$ cat src/rtl/hazard_scoreboard.sv
// hazard_scoreboard: per-register pending-write scoreboard plus a control-hazard FSM
// for an in-order issue stage. Counts outstanding writes per architectural register,
// stalls issue on RAW hazards or counter saturation, and stalls after control
// instructions until they resolve (plus an optional fixed penalty).
//
// Optional feature: define HAZARD_SCOREBOARD_BYPASS_EN to let a source whose only
// pending write is retiring in this same cycle issue without a data stall.
module hazard_scoreboard #(
    parameter int NUM_REGS     = 32,
    parameter int REG_AW       = 5,
    parameter int CNT_W        = 2,
    parameter int CTRL_PENALTY = 1
) (
    input  logic                clk,
    input  logic                rst_n,
    input  logic                issue_valid,
    input  logic [REG_AW-1:0]   issue_rs1,
    input  logic [REG_AW-1:0]   issue_rs2,
    input  logic                issue_rs1_used,
    input  logic                issue_rs2_used,
    input  logic [REG_AW-1:0]   issue_rd,
    input  logic                issue_rd_we,
    input  logic                issue_is_ctrl,
    input  logic                wb_valid,
    input  logic [REG_AW-1:0]   wb_rd,
    input  logic                resolve_valid,
    output logic                data_stall,
    output logic                control_stall,
    output logic                issue_fire,
    output logic [NUM_REGS-1:0] busy_vec,
    output logic                wb_underflow
);

    typedef enum logic [1:0] {
        ST_IDLE    = 2'd0,
        ST_WAIT    = 2'd1,
        ST_PENALTY = 2'd2
    } ctrl_state_t;

    localparam logic [CNT_W-1:0] CNT_MAX = {CNT_W{1'b1}};
    localparam logic [CNT_W-1:0] CNT_ONE = CNT_W'(1);
    localparam logic [3:0]       PEN_LOAD = 4'(CTRL_PENALTY);

    logic [CNT_W-1:0] count [NUM_REGS];

    logic [CNT_W-1:0] rs1_cnt;
    logic [CNT_W-1:0] rs2_cnt;
    logic [CNT_W-1:0] rd_cnt;
    logic [CNT_W-1:0] wb_cnt;

    logic rs1_hazard;
    logic rs2_hazard;
    logic rd_saturated;
    logic do_inc;
    logic do_dec;
    logic wb_orphan;

    ctrl_state_t state;
    ctrl_state_t next_state;
    logic [3:0]  pen_cnt;
    logic [3:0]  next_pen;

    // Look up the pending counts of every register the current cycle refers to
    always_comb begin
        rs1_cnt = '0;
        rs2_cnt = '0;
        rd_cnt  = '0;
        wb_cnt  = '0;
        for (int i = 1; i < NUM_REGS; i++) begin
            if (issue_rs1 == REG_AW'(i)) rs1_cnt = count[i];
            if (issue_rs2 == REG_AW'(i)) rs2_cnt = count[i];
            if (issue_rd  == REG_AW'(i)) rd_cnt  = count[i];
            if (wb_rd     == REG_AW'(i)) wb_cnt  = count[i];
        end
    end

    // Classify source hazards; the bypass build forgives a source whose last write retires now
    always_comb begin
        rs1_hazard = issue_rs1_used && (issue_rs1 != '0) && (rs1_cnt != '0);
        rs2_hazard = issue_rs2_used && (issue_rs2 != '0) && (rs2_cnt != '0);
`ifdef HAZARD_SCOREBOARD_BYPASS_EN
        if (wb_valid && (wb_rd == issue_rs1) && (rs1_cnt == CNT_ONE)) rs1_hazard = 1'b0;
        if (wb_valid && (wb_rd == issue_rs2) && (rs2_cnt == CNT_ONE)) rs2_hazard = 1'b0;
`endif
    end

    // A saturated destination blocks issue unless a write to it retires in the same cycle,
    // in which case the increment and decrement cancel and the count stays at its maximum
    always_comb begin
        rd_saturated = issue_rd_we && (issue_rd != '0) && (rd_cnt == CNT_MAX)
                       && !(wb_valid && (wb_rd == issue_rd));
    end

    // Issue handshake and counter update strobes
    always_comb begin
        data_stall = issue_valid && (rs1_hazard || rs2_hazard || rd_saturated);
        issue_fire = issue_valid && !data_stall && !control_stall;
        do_inc     = issue_fire && issue_rd_we && (issue_rd != '0);
        do_dec     = wb_valid && (wb_rd != '0) && (wb_cnt != '0);
        wb_orphan  = wb_valid && (wb_rd != '0) && (wb_cnt == '0);
    end

    // Per-register pending counters and the sticky orphan-writeback flag
    always_ff @(posedge clk) begin
        if (!rst_n) begin
            for (int i = 0; i < NUM_REGS; i++) begin
                count[i] <= '0;
            end
            wb_underflow <= 1'b0;
        end else begin
            count[0] <= '0;
            for (int i = 1; i < NUM_REGS; i++) begin
                if (do_inc && (issue_rd == REG_AW'(i)) && !(do_dec && (wb_rd == REG_AW'(i)))) begin
                    count[i] <= count[i] + CNT_ONE;
                end else if (do_dec && (wb_rd == REG_AW'(i)) && !(do_inc && (issue_rd == REG_AW'(i)))) begin
                    count[i] <= count[i] - CNT_ONE;
                end
            end
            if (wb_orphan) begin
                wb_underflow <= 1'b1;
            end
        end
    end

    // Busy flags mirror nonzero counts; register 0 never reports busy
    always_comb begin
        busy_vec = '0;
        for (int i = 1; i < NUM_REGS; i++) begin
            busy_vec[i] = (count[i] != '0);
        end
    end

    // Control FSM state register and penalty down-counter
    always_ff @(posedge clk) begin
        if (!rst_n) begin
            state   <= ST_IDLE;
            pen_cnt <= '0;
        end else begin
            state   <= next_state;
            pen_cnt <= next_pen;
        end
    end

    // Control stall is a pure function of the FSM state, kept apart from next-state logic
    always_comb begin
        control_stall = (state == ST_WAIT) || (state == ST_PENALTY);
    end

    // Control FSM next-state: wait for resolution, then burn the configured penalty
    always_comb begin
        next_state = state;
        next_pen   = pen_cnt;
        case (state)
            ST_IDLE: begin
                if (issue_fire && issue_is_ctrl) begin
                    next_state = ST_WAIT;
                end
            end
            ST_WAIT: begin
                if (resolve_valid) begin
                    if (CTRL_PENALTY == 0) begin
                        next_state = ST_IDLE;
                    end else begin
                        next_state = ST_PENALTY;
                        next_pen   = PEN_LOAD;
                    end
                end
            end
            ST_PENALTY: begin
                if (pen_cnt <= 4'd1) begin
                    next_state = ST_IDLE;
                    next_pen   = '0;
                end else begin
                    next_pen = pen_cnt - 4'd1;
                end
            end
            default: begin
                next_state = ST_IDLE;
                next_pen   = '0;
            end
        endcase
    end

endmodule

$ cat config.mk
export PLATFORM = sky130hd
export DESIGN_NAME = hazard_scoreboard
export DESIGN_NICKNAME = d
export VERILOG_FILES = /design/src/rtl/hazard_scoreboard.sv
export SDC_FILE = /design/constraint.sdc
export NUM_CORES = 1
export LEC_CHECK = 0
export CAP_MARGIN = 20
export CORE_ASPECT_RATIO = 1.1
export CORE_MARGIN = 1.5
export CORE_UTILIZATION = 30
export CTS_CLUSTER_SIZE = 30
export DETAILED_ROUTE_END_ITERATION = 10
export PLACE_DENSITY = 0.45
export SLEW_MARGIN = 25
export SYNTH_ARGS = -nofsm -noshare
export SYNTH_HDL_FRONTEND = slang
export SYNTH_SLANG_ARGS = --single-unit
export TNS_END_PERCENT = 10
$ cat constraint.sdc
create_clock -name clk -period 10.23 [get_ports clk]
set_clock_uncertainty 0.15 [all_clocks]
set_input_delay 1.5345 -clock clk [delete_from_list [all_inputs] [get_ports clk]]
set_output_delay 1.5345 -clock clk [all_outputs]
set_load 0.05 [all_outputs]
== Yosys cells after proc, flatten, opt, wreduce, memory -nomap -nowiden ==
Memories as Yosys holds them, arrays and structs flattened.
Index checks and enable logic that the tools add are counted.
W data, S select, Z words.

* Muxes and demuxes: 413
* Eq/ne operators: 131
* Reductions and logical operators: 251
* $lt $le $gt $ge: 1
* Bitwise operators: 64
* Add/subtract/negate cells: 63

{| class="wikitable"
|+ Operators with widths
! kind !! number
|-
| $mux W2 || 190
|-
| $eq A5 B5 Y1 const B || 64
|-
| $mux W1 || 219
|-
| $eq A5 B4 Y1 const B || 32
|-
| $logic_and A1 B1 Y1 || 141
|-
| $eq A5 B3 Y1 const B || 16
|-
| $reduce_bool A2 Y1 || 34
|-
| $logic_not A1 Y1 || 65
|-
| $or A1 B1 Y1 || 63
|-
| $add A2 B1 Y2 const B || 31
|-
| $sub A2 B1 Y2 const B || 31
|-
| $eq A5 B2 Y1 const B || 8
|-
| $eq A5 B1 Y1 const B || 4
|-
| $reduce_bool A5 Y1 || 4
|-
| $pmux W4 S3 || 1
|-
| $mux W4 || 2
|-
| $pmux W2 S3 || 1
|-
| $eq A5 B5 Y1 || 1
|-
| $eq A2 B2 Y1 const B || 2
|-
| $le A4 B1 Y1 const B || 1
|-
| $logic_not A2 Y1 || 2
|-
| $ne A2 B2 Y1 const B || 2
|-
| $sub A4 B1 Y4 const B || 1
|-
| $logic_or A1 B1 Y1 || 3
|-
| 5 further kinds || 5
|}

* Word-level logic and storage cells: 927
* Memories: 1
* Bits in registers: 7
* Memory bits (writable): 64

{| class="wikitable"
|+ Memories
! memory !! words !! width !! rd ports !! clocked after memory_dff !! wr ports !! line !! source
|-
| count || 32 || 2 || 31 || 0 || 32 || 44 || <nowiki>logic [CNT_W-1:0] count [NUM_REGS];</nowiki>
|}

== Logic depth before layout (Yosys ltp) ==
Gate-level depths: netlist of run 1.

* Word-level depth: 50
* Gate-level depth with buffers: 14

== Least setup slack after synthesis of run 1 ==
Ideal clock, no wire load.

* Path type: input port to output port
* Start: input port issue_rs1[1]
* End: output port issue_fire
* Stages on the path: 10
* Setup slack: 4.512 ns
* Buffers on the path: 1
* Arrival: 4.033 ns
* Cell sequence: buf_6 -> or4b_4 -> o32ai_2 -> o32ai_1 -> a222oi_1 -> o31ai_1 -> a32oi_1 -> o2111a_2 -> nand2_1 -> nor2_1

* Longest elaborated chain between the ends: 40
* Elaborated cells on any way between the ends: 72
* Those cells by class: eq/ne (31); mux (31); reduce/logical (10)

{| class="wikitable"
|+ RTL lines
! item !! line !! source
|-
| from (decl) || 17 || <nowiki>input logic [REG_AW-1:0] issue_rs1,</nowiki>
|-
| $eq A5 B1 Y1 || 70 || <nowiki>if (issue_rs1 == REG_AW'(i)) rs1_cnt = count[i];</nowiki>
|-
| $mux W2 (31 in series) || 70 ||
|-
| $reduce_bool A2 Y1 || 79 || <nowiki>rs1_hazard = issue_rs1_used && (issue_rs1 != '0) && (rs1_cnt != '0);</nowiki>
|-
| $logic_and A1 B1 Y1 (*) || 79 ||
|-
| $logic_or A1 B1 Y1 (*) (2 in series) || 96 || <nowiki>data_stall = issue_valid && (rs1_hazard || rs2_hazard || rd_saturated);</nowiki>
|-
| $logic_and A1 B1 Y1 (*) || 96 ||
|-
| $logic_not A1 Y1 (*) || 97 || <nowiki>issue_fire = issue_valid && !data_stall && !control_stall;</nowiki>
|-
| $logic_and A1 B1 Y1 (*) (2 in series) || 97 ||
|-
| to (decl) || 29 || <nowiki>output logic issue_fire,</nowiki>
|}

Every way passes the cells marked *; elsewhere a longest branch is shown, timed or not.

== Worst setup path in the final report of run 1 ==
* Start: input port issue_rd[1]
* End: output port issue_fire

* Longest elaborated chain between the ends: 40
* Elaborated cells on any way between the ends: 75
* Those cells by class: eq/ne (33); mux (31); reduce/logical (11)

{| class="wikitable"
|+ RTL lines
! item !! line !! source
|-
| from (decl) || 21 || <nowiki>input logic [REG_AW-1:0] issue_rd,</nowiki>
|-
| $eq A5 B1 Y1 || 72 || <nowiki>if (issue_rd == REG_AW'(i)) rd_cnt = count[i];</nowiki>
|-
| $mux W2 (31 in series) || 72 ||
|-
| $eq A2 B2 Y1 || 90 || <nowiki>rd_saturated = issue_rd_we && (issue_rd != '0) && (rd_cnt == CNT_MAX)</nowiki>
|-
| $logic_and A1 B1 Y1 || 90 ||
|-
| $logic_and A1 B1 Y1 (*) || 91 || <nowiki>&& !(wb_valid && (wb_rd == issue_rd));</nowiki>
|-
| $logic_or A1 B1 Y1 (*) || 96 ||
|-
| $logic_and A1 B1 Y1 (*) || 96 ||
|-
| $logic_not A1 Y1 (*) || 97 ||
|-
| $logic_and A1 B1 Y1 (*) (2 in series) || 97 ||
|}

Marked as above.

==> impl_metrics.env, run 1 <==
export IMPL_grt_pass1_wl_mm=55.4
export IMPL_synth_top_cell_area_share_pct=22.4
export IMPL_drt_pass1_iterations=5
export IMPL_synth_flop_cell="edfxtp_1"
export IMPL_critPathArrivalTime_ps=5670
export IMPL_worst_slack_ps=2880
export IMPL_io_pins=65
export IMPL_max_freq_mhz=136
export IMPL_core_area_sq_um=27100
export IMPL_synth_area_top_cells="edfxtp_1, nand2_1, o21ai_0, nor2_1, nand3_1"
export IMPL_yosysSeqAreaShare_pct=24.0
export IMPL_area_growth_pct=12.5
export IMPL_syn_area_sq_um=8330
export IMPL_power_density_nw_per_um2=110
export IMPL_drc=0
export IMPL_dpl_worst_slack_ps=2930
export IMPL_clock_sinks=69
export IMPL_cp_required_ps=8550
export IMPL_hpwl_mm=26.5
export IMPL_cts_htree_levels=3
export IMPL_start_kind="primary input"
export IMPL_worst_hold_slack_ps=320
export IMPL_cts_root_buf="clkbuf_16"
export IMPL_synth_nets=1146
export IMPL_endpoint_kind="output port"
export IMPL_crit_fanout=21
export IMPL_drtIter0Drc=1089
export IMPL_initial_core_util_pct=30.7
export IMPL_tritoncts="yes"
export IMPL_dpl_cell_area_sq_um=9110
export IMPL_clk_pin_slew_ps=60
export IMPL_grt_use_total_pct=26.2
export IMPL_num_antenna_cells=0
export IMPL_ys_ff_latch=69
export IMPL_period_share_pct=71.9
export IMPL_criticalPathCategory="primary input to output port"
export IMPL_synth_edf_count=62
export IMPL_worstMarginPinSlew_ps=889
export IMPL_wl_mm=37.4
export IMPL_drtAntennaViolNets=0
export IMPL_synthArstFlopShare_pct=0
export IMPL_dieArea_sq_um=28800
export IMPL_grt_pass1_vias=8435
export IMPL_cts_resized=0
export IMPL_fin_area_sq_um=9360
export IMPL_syn_area_per_cell_sq_um=7.51
export IMPL_peakVddDrop_mv=0.0747
export IMPL_hold_buffers=0
export IMPL_crit_family="buffers and inverters"
export IMPL_grt_max_degree=64
export IMPL_rsz0062_at_grt="no"
export IMPL_synth_top_cell_by_area="edfxtp_1"
export IMPL_rows=63
export IMPL_vias=9048
export IMPL_die_w_um=162
export IMPL_hold_viol=0
export IMPL_antenna_found_initial=0
export IMPL_fillers=2942
export IMPL_slowest_stage="clkdlybuf4s50_1"
export IMPL_ys_warn_count=0
export IMPL_grt_overflow_total=0
export IMPL_port_buffers=63
export IMPL_drive_gt1_share_pct=10.1
export IMPL_leakagePower_uw=0.00303
export IMPL_cap_violations=0
export IMPL_vias_per_cell=6.17
export IMPL_finalCriticalPeriod_ps=7350
export IMPL_max_slew_margin_pct=40.2
export IMPL_path_cells="clkdlybuf4s50_1 -> nor2b_1 -> nand2_1 -> a21oi_1 -> or3_1 -> o311ai_0 -> a211oi_1 -> o2111a_2 -> nand2_1 -> nor2_1 -> clkdlybuf4s50_1"
export IMPL_outcome="complete, no violations"
export IMPL_postSynthCellCount=1109
export IMPL_cts_buffers=9
export IMPL_tns_ps=0
export IMPL_clk_latency_ps=360
export IMPL_routedWlPerCell_um=25.5
export IMPL_path_buf_inv=2
export IMPL_ctsLongestPathBuffers=2
export IMPL_drv_slew=0
export IMPL_die_height_um=178
export IMPL_final_setup_viol_count=0
export IMPL_cpPeakStageDelay_ps=1050
export IMPL_hold_path_class="flip-flop to flip-flop"
export IMPL_ys_types=89
export IMPL_cts_setup_buffers=0
export IMPL_gp_congestion=0.988
export IMPL_fin_nets=1142
[synth_stat cells (7+ instances only)]
master and number:
a211oi_1 20, a21oi_1 51, a31oi_1 17, a32oi_1 9
and2_1 22, buf_1 9, buf_2 19, clkbuf_1 59
dfxtp_1 7, edfxtp_1 62, ha_1 8, inv_1 27
mux2_2 24, mux2i_1 15, nand2_1 102, nand2b_1 27
nand3_1 65, nand3b_1 9, nand4_1 7, nand4b_1 7
nor2_1 94, nor2b_1 29, nor3_1 40, nor3b_1 7
nor4_1 20, o21ai_0 73, o221ai_1 7, o22ai_1 16
o31ai_1 14, o32ai_1 7, or2_2 36, or3_1 29
xnor2_1 31, xor2_1 9
[cells by family (layout without fill, tap and decap cells)]
logic type      Yosys count  after routing  share of synthesized area, %
simple gates            529            529                          33.8
compound gates          297            297                          24.6
buf+inv                 123            123                          6.30
flops                    69             69                          24.0
mux                      42             42                          5.86
xor+xnor                 40             40                          4.21
fa+ha+maj                 8              8                          1.20
other cells               1              1                        0.0450
[sequential cells by signal (all words and copies together), names as in the netlist]
name / count
wb_underflow: 1
state: 2
count: 62
pen_cnt: 4
[layout by cell type (no fill, tap or decap), types with 7 or more instances in the layout]
| master | instances |
|---|---|
| or2_2 | 36 |
| xnor2_1 | 31 |
| buf_4 | 16 |
| nand2b_1 | 27 |
| nand3b_1 | 9 |
| dfxtp_1 | 7 |
| mux2i_1 | 15 |
| o22ai_1 | 16 |
| and2_1 | 22 |
| nand4b_1 | 7 |
| o32ai_1 | 7 |
| nor2b_1 | 29 |
| mux2_2 | 24 |
| nand3_1 | 65 |
| o21ai_0 | 73 |
| a31oi_1 | 17 |
| a21oi_1 | 51 |
| nand2_1 | 102 |
| edfxtp_1 | 62 |
| xor2_1 | 9 |
| a32oi_1 | 9 |
| nand4_1 | 7 |
| clkbuf_16 | 9 |
| ha_1 | 8 |
| o31ai_1 | 14 |
| inv_1 | 26 |
| clkdlybuf4s50_1 | 62 |
| nor3_1 | 40 |
| nor2_1 | 94 |
| a211oi_1 | 20 |
| nor4_1 | 20 |
| or3_1 | 29 |
| o221ai_1 | 7 |
[through the flow]
stage,util [%],cells,power [uW]
2_1_floorplan,-,1109,616
3_3_place_gp,33.6,1451,743
3_5_place_dp,33.6,1451,742
4_1_cts,34.5,1466,1040
5_1_grt,34.5,1466,1080
6_report,34.5,1466,1030
[worst register-to-register path, stage by stage, from the launching register on]
cell and delay, ps:
edfxtp_1 440, or2_1 420, nand2_1 150, or3b_1 350, o311ai_0 150, o21ai_0 340
a211oi_1 360, o2111a_2 360, nand3_4 440, o311ai_0 750, nand3_1 210
[where the power goes]
part           switching, uW  leakage [uW]  internal [uW]
Clock                    129      0.000120            160
Sequential              48.4      0.000693            328
Combinational            240       0.00222            127
Total                    417       0.00303            614
[layer usage]
metal | vias up | track usage, % | routed length [um]
met1 | 4370 | 34.3 | 15900
met5 | - | 0 | 0
li1 | 4151 | - | -
met3 | 70 | 3.58 | 2630
met4 | 0 | 10.6 | 1340
met2 | 457 | 43.4 | 17500
[final timing paths]
path / depth (start not counted) / slack (ps) / endpoint / start
max: 11 / 2880 / issue_fire / issue_rd[1]
min: 1 / 320 / wb_underflow / wb_underflow
max reg2reg: 10 / 5820 / count[0][34] / count[0][62]
min reg2reg: 1 / 320 / wb_underflow / wb_underflow
[layout make-up]
type | instances | area [sq um] | area share (%)
clock buffer | 9 | 225 | 2.41
clock inverter | 6 | 31.3 | 0.334
inverter | 29 | 109 | 1.16
multi-input combinational | 917 | 5800 | 62.0
sequential | 69 | 2000 | 21.4
tap | 357 | 447 | 4.77
timing repair buffer | 79 | 746 | 7.96
Note: power is estimated with default switching activity, not from simulation.
==> run 2: changes to the inputs <==
Settings changed: PLACE_DENSITY 0.45 to 0.46.
Clock period 10.23 ns to 6.5 ns, I/O delays scaled along.
==> impl_metrics.env, run 2 (synthesized netlist as in run 1, its figures left out) <==
export IMPL_drt_pass1_iterations=5
export IMPL_cap_violations=0
export IMPL_placed_cells=1462
export IMPL_num_antenna_cells=0
export IMPL_cts_htree_levels=3
export IMPL_criticalPathCategory="primary input to output port"
export IMPL_slowest_stage="clkdlybuf4s50_1"
export IMPL_cpPeakStageDelay_ps=1050
export IMPL_hold_path_class="flip-flop to flip-flop"
export IMPL_worst_hold_slack_ps=322
export IMPL_rsz0062_at_grt="no"
export IMPL_rows=63
export IMPL_ctsLongestPathBuffers=2
export IMPL_r2r_cells=10
export IMPL_r2r_end="count[0][13]"
export IMPL_routedWlPerCell_um=25.0
export IMPL_largest_registers="count (62), pen_cnt (4), state (2)"
export IMPL_seq_area_sq_um=2000
export IMPL_drtIter0Drc=901
export IMPL_crit_start="issue_rs1[2]"
export IMPL_gp_congestion=0.977
export IMPL_vias=8966
export IMPL_hold_buffers=0
export IMPL_area_growth_pct=13.8
export IMPL_cp_required_ps=5370
export IMPL_grt_max_degree=64
export IMPL_min_from="pen_cnt[3]"
export IMPL_path_buf_inv=3
export IMPL_drtAntennaViolNets=0
export IMPL_cts_setup_buffers=0
export IMPL_critPathArrivalTime_ps=4510
export IMPL_clock_sinks=69
export IMPL_io_pins=65
export IMPL_finalCriticalPeriod_ps=5640
export IMPL_initial_core_util_pct=30.7
export IMPL_period_share_pct=86.7
export IMPL_largest_register="count"
export IMPL_core_area_sq_um=27100
export IMPL_grt_pass1_wl_mm=54.6
export IMPL_leakagePower_uw=0.00311
export IMPL_grt_overflow_total=0
export IMPL_drc=0
export IMPL_outcome="complete, no violations"
export IMPL_peakVddDrop_mv=0.147
export IMPL_drv_slew=0
export IMPL_cts_buffers=9
export IMPL_worst_slack_ps=863
export IMPL_drive_gt1_share_pct=11.2
export IMPL_clk_pin_slew_ps=60
export IMPL_max_slew_margin_pct=36.8
export IMPL_tns_ps=0
export IMPL_path_cells="clkdlybuf4s50_1 -> inv_1 -> o221ai_1 -> o21ai_0 -> a222oi_1 -> o31ai_1 -> a32oi_1 -> o2111a_2 -> nand2_1 -> nor2_1 -> buf_12"
export IMPL_fin_nets=1153
export IMPL_layout_common_cells="nand2_1, nor2_1, o21ai_0"
export IMPL_crit_fanout=24
export IMPL_power_density_nw_per_um2=176
export IMPL_grt_pass1_vias=8465
export IMPL_endpoint_kind="output port"
export IMPL_max_freq_mhz=177
export IMPL_hold_depth=2
export IMPL_port_buffers=63
export IMPL_fillers=2930
export IMPL_timing_rr_start="count[0][62]"
export IMPL_instances_no_fill=1478
export IMPL_clk_latency_ps=360
export IMPL_die_w_um=162
export IMPL_worstMarginPinSlew_ps=939
export IMPL_vias_per_cell=6.07
export IMPL_antenna_found_initial=0
export IMPL_start_kind="primary input"
export IMPL_hpwl_mm=26.7
export IMPL_die_height_um=178
export IMPL_cts_resized=0
export IMPL_r2r_setup_slack_ps=2220
export IMPL_power_uw=1670
export IMPL_cts_root_buf="clkbuf_16"
export IMPL_largest_reg_flops=62
export IMPL_hold_end="pen_cnt[3]"
export IMPL_multi_input_area_sq_um=5800
export IMPL_dpl_worst_slack_ps=882
export IMPL_final_setup_viol_count=0
export IMPL_wl_mm=37.0
export IMPL_dieArea_sq_um=28800
export IMPL_crit_family="buffers and inverters"
export IMPL_grt_use_total_pct=25.8
export IMPL_hold_viol=0
export IMPL_tritoncts="yes"
export IMPL_final_common_cell="nand2_1"
==> run 2: report_power, final <==
part	leakage [uW]	switching, uW	total, uW	internal, uW
clock	0.000143	203	496	293
sequential	0.000693	76.6	592	516
combinational	0.00227	377	584	206
total	0.00311	657	1670	1020
==> run 2: worst min-delay path: cells and delay by family (launching register included) <==
family | cells | cell delay (ps)
flops | 1 | 320
simple gates | 1 | 60
compound gates | 1 | 50
==> run 2: metal layers <==
layer / wire length, um / global-route usage [%]
met1: 15800 / 33.0
met2: 16700 / 41.4
met3: 2650 / 4.42
met4: 1890 / 13.8
met5: 0 / 0
==> run 2: per-stage QoR <==
stage	cell area (sq um)	utilization [%]
final	9480	34.9
after global routing	9480	34.9
after CTS	9480	34.9
after detailed placement	9190	33.9
after global placement	9190	33.9
after floorplan	8330	-
==> run 2: worst max path at each step <==
stage | cells after the start | slack [ps] | endpoint
2_1_floorplan | 10 | 1900 | issue_fire
3_3_place_gp | 11 | 840 | count[0][13]
3_5_place_dp | 11 | 880 | count[0][13]
4_1_cts | 12 | 920 | data_stall
5_1_grt | 11 | 660 | issue_fire
6_report | 11 | 860 | issue_fire
==> run 2: area by class of cell <==
type	count	share of cell area (%)
Multi-Input combinational cell	917	61.2
Sequential cell	69	21.1
Timing Repair Buffer	90	8.82
Tap cell	357	4.71
Clock buffer	10	2.42
Inverter	29	1.15
Clock inverter	6	0.568
